===== config.mk =====
export PLATFORM = sky130hd
export DESIGN_NAME = enigma_rotor_stage
export DESIGN_NICKNAME = d
export VERILOG_FILES = /design/src/rtl/enigma_pkg.sv /design/src/rtl/enigma_wiring_ram.sv /design/src/rtl/enigma_rotor_stage.sv
export SDC_FILE = /design/constraint.sdc
export NUM_CORES = 1
export LEC_CHECK = 0
export CORE_ASPECT_RATIO = 2
export CORE_MARGIN = 2
export CORE_UTILIZATION = 38
export DETAILED_ROUTE_END_ITERATION = 6
export SLEW_MARGIN = 10
export SYNTH_ARGS = -nofsm -noshare
export SYNTH_HDL_FRONTEND = slang
export SYNTH_SLANG_ARGS = --single-unit

===== constraint.sdc =====
create_clock -name i_clk -period 7.8 [get_ports i_clk]
set_input_delay 1.17 -clock i_clk [delete_from_list [all_inputs] [get_ports i_clk]]
set_output_delay 1.17 -clock i_clk [all_outputs]
set_load 0.01 [all_outputs]

===== src/rtl/enigma_pkg.sv =====
// enigma_pkg: shared definitions for the Enigma rotor datapath.
//   ENIGMA_N / ENIGMA_W : default alphabet size and symbol width
//   sym_t               : default-width symbol type
//   mod_add / mod_sub   : modular add/sub for operands already in [0, n)
//   NOTCH_I..NOTCH_V    : turnover positions of the historical rotors I-V
package enigma_pkg;

  localparam int ENIGMA_N = 26;
  localparam int ENIGMA_W = 5;

  typedef logic [ENIGMA_W-1:0] sym_t;

  // Turnover positions: Q, E, V, J, Z.
  localparam sym_t NOTCH_I   = 5'd16;
  localparam sym_t NOTCH_II  = 5'd4;
  localparam sym_t NOTCH_III = 5'd21;
  localparam sym_t NOTCH_IV  = 5'd9;
  localparam sym_t NOTCH_V   = 5'd25;

  // The word is wider than any symbol, so a+b never overflows. Callers
  // truncate the result back to their own symbol width.
  typedef logic [15:0] mword_t;

  function automatic mword_t mod_add(mword_t a, mword_t b, mword_t n);
    mword_t s;
    s = a + b;
    return (s >= n) ? s - n : s;
  endfunction

  function automatic mword_t mod_sub(mword_t a, mword_t b, mword_t n);
    return (a < b) ? a - b + n : a - b;
  endfunction

endpackage


===== src/rtl/enigma_wiring_ram.sv =====
// enigma_wiring_ram: rotor wiring table pair (forward + inverse).
//   i_clk, i_rst_n          : clock, async active-low reset (tables -> identity)
//   i_we, i_waddr, i_wdata  : one write updates fwd[waddr]=wdata and
//                             inv[wdata]=waddr; dropped if either is >= N
//   i_fwd_addr / o_fwd_data : combinational forward read
//   i_inv_addr / o_inv_data : combinational inverse read
// Out-of-range read addresses return the address itself.
module enigma_wiring_ram #(
  parameter int N = 26,
  parameter int W = 5
) (
  input  logic         i_clk,
  input  logic         i_rst_n,
  input  logic         i_we,
  input  logic [W-1:0] i_waddr,
  input  logic [W-1:0] i_wdata,
  input  logic [W-1:0] i_fwd_addr,
  output logic [W-1:0] o_fwd_data,
  input  logic [W-1:0] i_inv_addr,
  output logic [W-1:0] o_inv_data
);

  localparam int       AW = $clog2(N);
  localparam logic [W:0] NL = (W+1)'(N);

  logic [W-1:0] r_fwd [N];
  logic [W-1:0] r_inv [N];
  logic         w_wr_ok;

  assign w_wr_ok = i_we && ({1'b0, i_waddr} < NL) && ({1'b0, i_wdata} < NL);

  always_ff @(posedge i_clk or negedge i_rst_n) begin
    if (!i_rst_n) begin
      for (int i = 0; i < N; i++) begin
        r_fwd[i] <= W'(i);
        r_inv[i] <= W'(i);
      end
    end else if (w_wr_ok) begin
      r_fwd[AW'(i_waddr)] <= i_wdata;
      r_inv[AW'(i_wdata)] <= i_waddr;
    end
  end

  assign o_fwd_data = ({1'b0, i_fwd_addr} < NL) ? r_fwd[AW'(i_fwd_addr)] : i_fwd_addr;
  assign o_inv_data = ({1'b0, i_inv_addr} < NL) ? r_inv[AW'(i_inv_addr)] : i_inv_addr;

endmodule


===== src/rtl/enigma_rotor_stage.sv =====
// enigma_rotor_stage: one clocked Enigma rotor, chainable into a stack.
//   i_clk, i_rst_n                   : clock, async active-low reset
//   i_in_valid/o_in_ready/i_in_data/i_in_rev : input symbol handshake
//   o_out_valid/i_out_ready/o_out_data/o_out_rev/o_out_err : one-entry
//                                      output register, 1-cycle latency
//   i_step_strobe, i_step_in, o_carry_out : stepping and turnover carry
//   i_pos_load/i_pos_value, i_ring_load/i_ring_value : setup loads
//   i_cfg_we/i_cfg_addr/i_cfg_data   : wiring writes (inverse auto-built)
//   o_pos                            : current position
// Build option: ENIGMA_DOUBLE_STEP_EN lets the rotor step off its own
// notch (middle-rotor double stepping).
// N must not exceed 2**W.
module enigma_rotor_stage
  import enigma_pkg::*;
#(
  parameter int N         = ENIGMA_N,
  parameter int W         = ENIGMA_W,
  parameter int NOTCH     = 16,
  parameter int RESET_POS = 0
) (
  input  logic         i_clk,
  input  logic         i_rst_n,
  input  logic         i_in_valid,
  output logic         o_in_ready,
  input  logic [W-1:0] i_in_data,
  input  logic         i_in_rev,
  output logic         o_out_valid,
  input  logic         i_out_ready,
  output logic [W-1:0] o_out_data,
  output logic         o_out_rev,
  output logic         o_out_err,
  input  logic         i_step_strobe,
  input  logic         i_step_in,
  output logic         o_carry_out,
  input  logic         i_pos_load,
  input  logic [W-1:0] i_pos_value,
  input  logic         i_ring_load,
  input  logic [W-1:0] i_ring_value,
  input  logic         i_cfg_we,
  input  logic [W-1:0] i_cfg_addr,
  input  logic [W-1:0] i_cfg_data,
  output logic [W-1:0] o_pos
);

  localparam logic [W:0]   NL      = (W+1)'(N);
  localparam mword_t       NM      = mword_t'(N);
  localparam logic [W-1:0] NOTCH_W = W'(NOTCH);

  logic [W-1:0] r_pos, r_ring;
  logic         r_out_valid, r_out_rev, r_out_err;
  logic [W-1:0] r_out_data;

  logic         w_accept, w_err, w_step;
  mword_t       w_off;
  logic [W-1:0] w_idx, w_fwd, w_inv, w_res;

  assign o_in_ready  = !r_out_valid || i_out_ready;
  assign w_accept    = i_in_valid && o_in_ready;
  assign o_carry_out = (r_pos == NOTCH_W);
  assign o_pos       = r_pos;

`ifdef ENIGMA_DOUBLE_STEP_EN
  assign w_step = i_step_strobe && (i_step_in || o_carry_out);
`else
  assign w_step = i_step_strobe && i_step_in;
`endif

  // Contact offset seen by the wiring; uses pre-step pos of this cycle.
  assign w_off = mod_sub(mword_t'(r_pos), mword_t'(r_ring), NM);
  assign w_idx = W'(mod_add(mword_t'(i_in_data), w_off, NM));
  assign w_err = ({1'b0, i_in_data} >= NL);
  assign w_res = W'(mod_sub(mword_t'(i_in_rev ? w_inv : w_fwd), w_off, NM));

  enigma_wiring_ram #(.N(N), .W(W)) u_wiring (
    .i_clk      (i_clk),
    .i_rst_n    (i_rst_n),
    .i_we       (i_cfg_we),
    .i_waddr    (i_cfg_addr),
    .i_wdata    (i_cfg_data),
    .i_fwd_addr (w_idx),
    .o_fwd_data (w_fwd),
    .i_inv_addr (w_idx),
    .o_inv_data (w_inv)
  );

  always_ff @(posedge i_clk or negedge i_rst_n) begin
    if (!i_rst_n) begin
      r_pos  <= W'(RESET_POS);
      r_ring <= '0;
    end else begin
      if (i_pos_load)  r_pos  <= i_pos_value;
      else if (w_step) r_pos  <= W'(mod_add(mword_t'(r_pos), mword_t'(1), NM));
      if (i_ring_load) r_ring <= i_ring_value;
    end
  end

  always_ff @(posedge i_clk or negedge i_rst_n) begin
    if (!i_rst_n) begin
      r_out_valid <= 1'b0;
      r_out_data  <= '0;
      r_out_rev   <= 1'b0;
      r_out_err   <= 1'b0;
    end else if (w_accept) begin
      r_out_valid <= 1'b1;
      r_out_data  <= w_err ? i_in_data : w_res;
      r_out_rev   <= i_in_rev;
      r_out_err   <= w_err;
    end else if (i_out_ready) begin
      r_out_valid <= 1'b0;
    end
  end

  assign o_out_valid = r_out_valid;
  assign o_out_data  = r_out_data;
  assign o_out_rev   = r_out_rev;
  assign o_out_err   = r_out_err;

endmodule


# ---- After elaboration in Yosys (flattened, before gate mapping)
# Index checks and enable logic that the tools add are counted.
dict set report classes {
  n_lt_le_gt_ge 13
  n_mul 0
  n_shift 0
  n_eq_ne 1
  bitwise 3
  mux 24
  div_mod_pow 0
  reduce_logical 10
  n_addsub 8
}
# op count
set ops {}
lappend ops {{130-bit bitwise mux} 2}
lappend ops {{5-bit two-way mux} 15}
lappend ops {{5-bit binary-select mux with 5-bit select} 2}
lappend ops {{5-bit demux with 5-bit select} 2}
lappend ops {{6-bit greater-or-equal comparator (second input constant)} 3}
lappend ops {{5-bit inverter with 6-bit output} 3}
lappend ops {{16-bit by 5-bit adder with 16-bit output (second input constant)} 1}
lappend ops {{5-bit by 16-bit adder with 16-bit output} 1}
lappend ops {{16-bit by 5-bit greater-or-equal comparator with 1-bit output (second input constant)} 1}
lappend ops {{5-bit by 16-bit < comparator with 1-bit output} 1}
lappend ops {{16-bit two-way mux} 1}
lappend ops {{5-bit < comparator (second input constant)} 3}
lappend ops {{6-bit by 1-bit < comparator with 1-bit output (second input constant)} 2}
lappend ops {{5-bit subtractor (second input constant)} 2}
lappend ops {{5-bit by 1-bit adder with 6-bit output (second input constant)} 1}
lappend ops {{6-bit by 5-bit greater-or-equal comparator with 1-bit output (second input constant)} 1}
lappend ops {{1-bit logical AND} 6}
lappend ops {{5-bit by 5-bit subtractor with 6-bit output} 1}
lappend ops {{5-bit adder (second input constant)} 1}
lappend ops {{5-bit == test (second input constant)} 1}
lappend ops {{5-bit greater-or-equal comparator (second input constant)} 1}
lappend ops {{5-bit < comparator} 1}
lappend ops {{5-bit subtractor} 1}
lappend ops {{2-bit nonzero test} 2}
lappend ops {{other kinds (3)} 4}
dict set report totals {
  latch_bits 0
  rom_bits 0
  regBits 278
  memories 0
  mem_bits_rw 0
  input_bits 35
}

# ---- Longest topological paths before layout
dict set report depth {
  depth_word 16
  depth_mapped 38
}

# ---- By module
# From an unflattened synthesis, not the netlist that was laid out.
dict set report unflattened {
  cells_unflattened 1161
  area_unflattened_um2 14958.1
}
# mod instances cells_each area_each_um2 seq_area_each_um2
set by_module_without_submodules {}
lappend by_module_without_submodules {enigma_wiring_ram 1 870 12600.8 6648.9}
lappend by_module_without_submodules {enigma_rotor_stage 1 291 2357.3 450.4}

# ---- Worst setup path after synthesis
# No wires, ideal clock.
dict set report synth_path {
  path_kind {reg-to-reg}
  start {register r_pos[0], in the netlist o_pos[0]}
  end {register r_out_data[4], in the netlist o_out_data[4]}
  stages_incl_launch_ff 32
  slack_ns 1.100
  arrival_ns 6.582
  period_less_slack_ns 6.700
  path_buffers 3
  setup_ns 0.118
  cell_sequence {dfrtp_1 > inv_1 > ha_1 > inv_1 > fa_1 > a211oi_1 > o21bai_1 > xnor2_1 > fa_1 > inv_1 > clkbuf_1 > clkbuf_1 > ha_1 > buf_1 > inv_1 > nor2_1 > o21ai_0 > nand2_1 > a222oi_1 > a21oi_1 > a2111oi_2 > ha_1 > nor2b_1 > o21ai_0 > nand2b_1 > a21oi_1 > nor2_1 > nand2_1 > nand2_1 > xnor2_1 > a21oi_1 > a21o_1}
}
dict set report synth_via {
  elab_chain_len 16
}
# item line_no
set synth_lines {}
lappend synth_lines {{start, declared} enigma_rotor_stage.sv:49} ;# logic [W-1:0] r_pos, r_ring;
lappend synth_lines {{start signal, assigned} enigma_rotor_stage.sv:88} ;# r_pos <= W'(RESET_POS);
lappend synth_lines {{start signal, assigned} enigma_rotor_stage.sv:91} ;# if (i_pos_load) r_pos <= i_pos_value;
lappend synth_lines {{start signal, assigned} enigma_rotor_stage.sv:92} ;# else if (w_step) r_pos <= W'(mod_add(mword_t'(r_pos), mword_t'(1), NM));
lappend synth_lines {{5-bit by 5-bit subtractor with 6-bit output} enigma_pkg.sv:31} ;# return (a < b) ? a - b + n : a - b;
lappend synth_lines {{16-bit by 5-bit adder with 16-bit output} enigma_pkg.sv:31}
lappend synth_lines {{16-bit two-way mux *} enigma_pkg.sv:31}
lappend synth_lines {{5-bit by 16-bit adder with 16-bit output} enigma_pkg.sv:26} ;# s = a + b;
lappend synth_lines {{16-bit by 5-bit greater-or-equal comparator with 1-bit output / 5-bit subtractor (equally long branches)} enigma_pkg.sv:27} ;# return (s >= n) ? s - n : s;
lappend synth_lines {{5-bit two-way mux} enigma_pkg.sv:27}
lappend synth_lines {{5-bit inverter with 6-bit output (not written as such)} {enigma_wiring_ram.sv:44, enigma_wiring_ram.sv:45}}
lappend synth_lines {{5-bit binary-select mux with 5-bit select (on tied branches)} {enigma_wiring_ram.sv:44, enigma_wiring_ram.sv:45}}
lappend synth_lines {{5-bit two-way mux (on tied branches) (3 in a row)} {enigma_wiring_ram.sv:44, enigma_wiring_ram.sv:45}}
lappend synth_lines {{5-bit two-way mux} enigma_rotor_stage.sv:72} ;# assign w_res = W'(mod_sub(mword_t'(i_in_rev ? w_inv : w_fwd), w_off, NM));
lappend synth_lines {{5-bit subtractor} enigma_pkg.sv:31}
lappend synth_lines {{5-bit adder} enigma_pkg.sv:31}
lappend synth_lines {{5-bit two-way mux *} enigma_pkg.sv:31}
lappend synth_lines {{5-bit two-way mux *} enigma_rotor_stage.sv:105} ;# r_out_data <= w_err ? i_in_data : w_res;
lappend synth_lines {{end signal, assigned} enigma_rotor_stage.sv:105}
lappend synth_lines {{end, declared} enigma_rotor_stage.sv:51} ;# logic [W-1:0] r_out_data;
# Mark *: on every way between the ends. The rest lies on a longest branch, timed or not. The select of a mux whose other input is x is not followed.
# A chain may end at the register's enable or synchronous reset.

# ---- Final worst setup path
# Same ends and word-level chain as after synthesis.

==> results list <==
- The flow ran to the end, and the final reports show no timing, DRC or antenna violations.
- Summing the areas of all xor and xnor instances in the mapped netlist gives 1.03% of the synthesized area.
* Last weighted congestion value of the routability-driven placer: 0.935
* Most frequent CP cell: sky130_fd_sc_hd__ha_1
- Data required, critical path: 8.25 ns
- Clock insertion delay at the later pin of the skew report: 0.56 ns
- Share of post-route cells with drive strength above 1: 42.0%
- The number of hold buffers added after CTS was 0.
* Drt total wl: 49,000 um
- The worst path uses 94.2% of the clock period.
- Detailed-route DRC error count: 0
- The final number of max-transition violations was 0.
- Root buffer cell: sky130_fd_sc_hd__clkbuf_16
- Post-placement worst setup slack: 0.362 ns
- The floorplan has 106 rows.
- The tool flagged a number of max-cap violations equal to 0.
- Sum of negative setup slack: 0 ns
- The die covers 44,300 um2.
* Slowest stage delay, CP: 0.55 ns
- The clock passes through at most 3 buffers.
- Power per cell area: 491 nW/um2
- Hold WC Path Type: reg -> reg
- Cell type group with the largest total delay on the critical path: simple AND/OR/NAND/NOR gates
- Dominant combinational cell family by area after synthesis: multiplexers
- The worst-case IR drop observed on VDD is 415 uV.
- Total number of vias: 11.5k
- TritonRoute pass-1 iters: 5
- Cell area after placement: 17,400 um2
- Reported leakage power: 7.57 nW
- Max Freq: 136 MHz
* Detailed-route wire length per cell: 25.3 um
* Detailed placer's ending HPWL: 35,800 um
- Core region area: 41,900 um2
- Number of sinks handled by clock tree synthesis: 278
- Antenna violations before repair: 0
- The synthesized design contains 278 register bits.
* Synth Area in Adders: 2.31%
* Fraction of registers with async set/reset: 100%
- Clock period minus final worst setup slack: 7.35 ns
- Final worst clock skew: 0.0133 ns
* Sum of internal, switching and leakage power: 8.99 mW
- Synthesized-area fraction occupied by ao, oa, aoi and oai cells: 9.29%
- After synthesis, the share of cell area in mux cells is 32.1%.
* Number of synthesized flops with an enable pin: 0
- Counting every instance in the synthesized netlist gives 1,343.
* Post-layout nets: 1,437
* Worst Path Buf+Inv: 3
* Average vias per placed instance: 5.94
* Dominant register cell in the synthesized netlist: sky130_fd_sc_hd__dfrtp_1
- Die boundary height: 296 um
- Number of placed I/O pins: 50
- Vias in the first global route: 12.0k
* First-pass GRT wire length: 74,400 um
- Max_slew headroom: 24.7%
- Detailed Route Iter0 Violations: 716
- At the pin with the least slew margin, the transition time is 1.11 ns.
- Final-report hold violation count: 0
- PnR worst setup slack: 0.449 ns
- Counting the buffers created by CTS gives 25.
- In this run the remaining antenna-violating nets after routing total 0.
- Maximum number of pins on one net before global-route repair: 175
- The total overflow left after global routing is 0.
- Library cells used by synthesis: 75
* Arrival time at the worst endpoint: 7.80 ns
- In this run the cell area of the synthesized design comes to 16,200 um2.
- The worst setup path is captured at a register.
* Initial Util: 38.6%
- Register area share after synthesis: 43.9%
- The slowest stage of the critical path belongs to the cell sky130_fd_sc_hd__mux4_2.
- Antenna cells: 0
- Post-Syn Nets: 1,406
* Worst-case register-to-register setup slack: 0.45 ns
* H-tree depth: 1
- Compared with the post-synthesis result, the final layout area differs by 13.1%.
- TritonCTS built the clock tree.
- The worst setup path is launched from a register.
* Die span in x: 150 um
* Final setup violation count: 0
- Total GRT Usage: 22.4%
- Synth warnings: 0
- After clock tree synthesis, the clock-pin slew on the worst setup and hold paths is 0.07 ns.
- Final instance area: 18,300 um2
- The critical path is of the reg -> reg type.
- The synthesized netlist devotes 8.31% of its cell area to simple gates.
- Biggest fanout along the worst timing path: 18
- Each instance of the synthesized netlist takes up on average 12.0 um2.
- Number of port buffers: 49
tightest hold or removal path, cell delays in order (launching register included):
cell                      delay, ns
sky130_fd_sc_hd__dfrtp_1       0.35
sky130_fd_sc_hd__nand2_1       0.05
sky130_fd_sc_hd__o21ai_0       0.06
what timing repair did:
item,4_1_cts,5_1_grt
buffers inserted,0,1
setup endpoints to repair,0,4
resized for setup,0,5
cell families after synthesis:
| kind of cell | after synthesis |
|---|---|
| adders and majority gates | 28 |
| xor gates and xnor gates | 19 |
| and+or+nand+nor | 278 |
| buffers and inverters | 120 |
| DFF | 278 |
| AOI/OAI and AO/OA | 220 |
| muxes | 400 |
cells in the final DEF, fill, tap and decap left out, drive strengths merged, types with 16 or more instances in the layout:
| cell type | synthesis | routed |
|---|---|---|
| mux2 | 288 | 288 |
| dfrtp | 164 | 164 |
| dfstp | 114 | 114 |
| nor2 | 95 | 95 |
| nand2 | 84 | 84 |
| mux4 | 66 | 66 |
| buf | 24 | 50 |
| clkdlybuf4s50 | 0 | 48 |
| a21oi | 47 | 47 |
| mux2i | 46 | 46 |
| o21ai | 43 | 43 |
| clkbuf | 70 | 34 |
| inv | 26 | 29 |
| ha | 25 | 25 |
| a211oi | 22 | 22 |
| o211ai | 16 | 16 |
state kept, by name (all words and copies together), names as in the netlist:
register / count
u_wiring.r_inv: 130
o_out_err: 1
r_ring: 5
o_out_valid: 1
o_out_data: 5
o_out_rev: 1
o_pos: 5
u_wiring.r_fwd: 130
cells in the mapped netlist, types with 7 or more instances:
cell type	number	share of area, %
sky130_fd_sc_hd__nand2b_1	13	0.50
sky130_fd_sc_hd__xnor2_1	13	0.70
sky130_fd_sc_hd__nand4b_1	7	0.38
sky130_fd_sc_hd__mux4_2	66	9.2
sky130_fd_sc_hd__ha_1	25	1.9
sky130_fd_sc_hd__o21ai_0	41	1.3
sky130_fd_sc_hd__inv_1	26	0.60
sky130_fd_sc_hd__nor3_1	14	0.43
sky130_fd_sc_hd__o22ai_1	11	0.43
sky130_fd_sc_hd__buf_2	13	0.40
sky130_fd_sc_hd__a21oi_1	47	1.5
sky130_fd_sc_hd__a21o_1	11	0.51
sky130_fd_sc_hd__clkbuf_1	70	1.6
sky130_fd_sc_hd__dfrtp_1	164	25
sky130_fd_sc_hd__nand3_1	15	0.46
sky130_fd_sc_hd__buf_1	7	0.16
sky130_fd_sc_hd__mux2i_1	46	2.8
sky130_fd_sc_hd__dfstp_2	114	19
sky130_fd_sc_hd__nand2_1	83	1.9
sky130_fd_sc_hd__a211oi_1	21	0.98
sky130_fd_sc_hd__nand3b_1	10	0.46
sky130_fd_sc_hd__nor2_1	94	2.2
sky130_fd_sc_hd__o211ai_1	16	0.74
sky130_fd_sc_hd__or3_1	9	0.35
sky130_fd_sc_hd__a22oi_1	9	0.42
sky130_fd_sc_hd__mux2_2	288	20
layout make-up:
| type | count | area, um2 |
|---|---|---|
| Multi-Input combinational cell | 945 | 8650 |
| Sequential cell | 278 | 7100 |
| Tap cell | 540 | 676 |
| Clock inverter | 12 | 136 |
| Clock buffer | 34 | 721 |
| Fill cell | 3903 | 23600 |
| Timing Repair Buffer | 98 | 913 |
| Inverter | 26 | 97.6 |
per-layer routing:
| metal | part of all wire [%] | track usage (%) | vias up |
|---|---|---|---|
| met5 | 0 | 0 | - |
| met4 | 6.9 | 13.4 | 0 |
| met3 | 3.3 | 1.91 | 116 |
| met2 | 54 | 42.1 | 323 |
| met1 | 36 | 23.8 | 5969 |
| li1 | - | - | 5081 |
power breakdown:
| group | leakage [nW] | internal, mW | total, mW | switching (mW) |
|---|---|---|---|---|
| Combinational | 3.83 | 2.41 | 5.75 | 3.33 |
| Clock | 0.421 | 0.723 | 1.30 | 0.578 |
| Sequential | 3.32 | 1.77 | 1.94 | 0.165 |
worst paths after layout:
| path | from | to | cells past startpoint |
|---|---|---|---|
| max in group asynchronous | i_rst_n | u_wiring.r_fwd[7] | 2 |
| worst max register to register | o_pos[0] | o_out_data[4] | 31 |
| worst min register to register | o_out_data[0] | o_out_data[0] | 2 |
| worst max-delay path | o_pos[0] | o_out_data[4] | 31 |
| min in group asynchronous | i_rst_n | u_wiring.r_fwd[64] | 1 |
| worst min-delay path | o_out_data[0] | o_out_data[0] | 2 |
metrics by stage:
| stage | cells | hold slack [ns] | utilization [%] |
|---|---|---|---|
| 2_1_floorplan | 1343 | 0.474 | - |
| 3_3_place_gp | 1886 | 0.463 | 41.5 |
| 3_5_place_dp | 1886 | 0.474 | 41.5 |
| 4_1_cts | 1932 | 0.489 | 43.6 |
| 5_1_grt | 1933 | 0.503 | 43.6 |
| 6_report | 1933 | 0.483 | 43.6 |
Note: power is estimated with default switching activity, not from simulation.
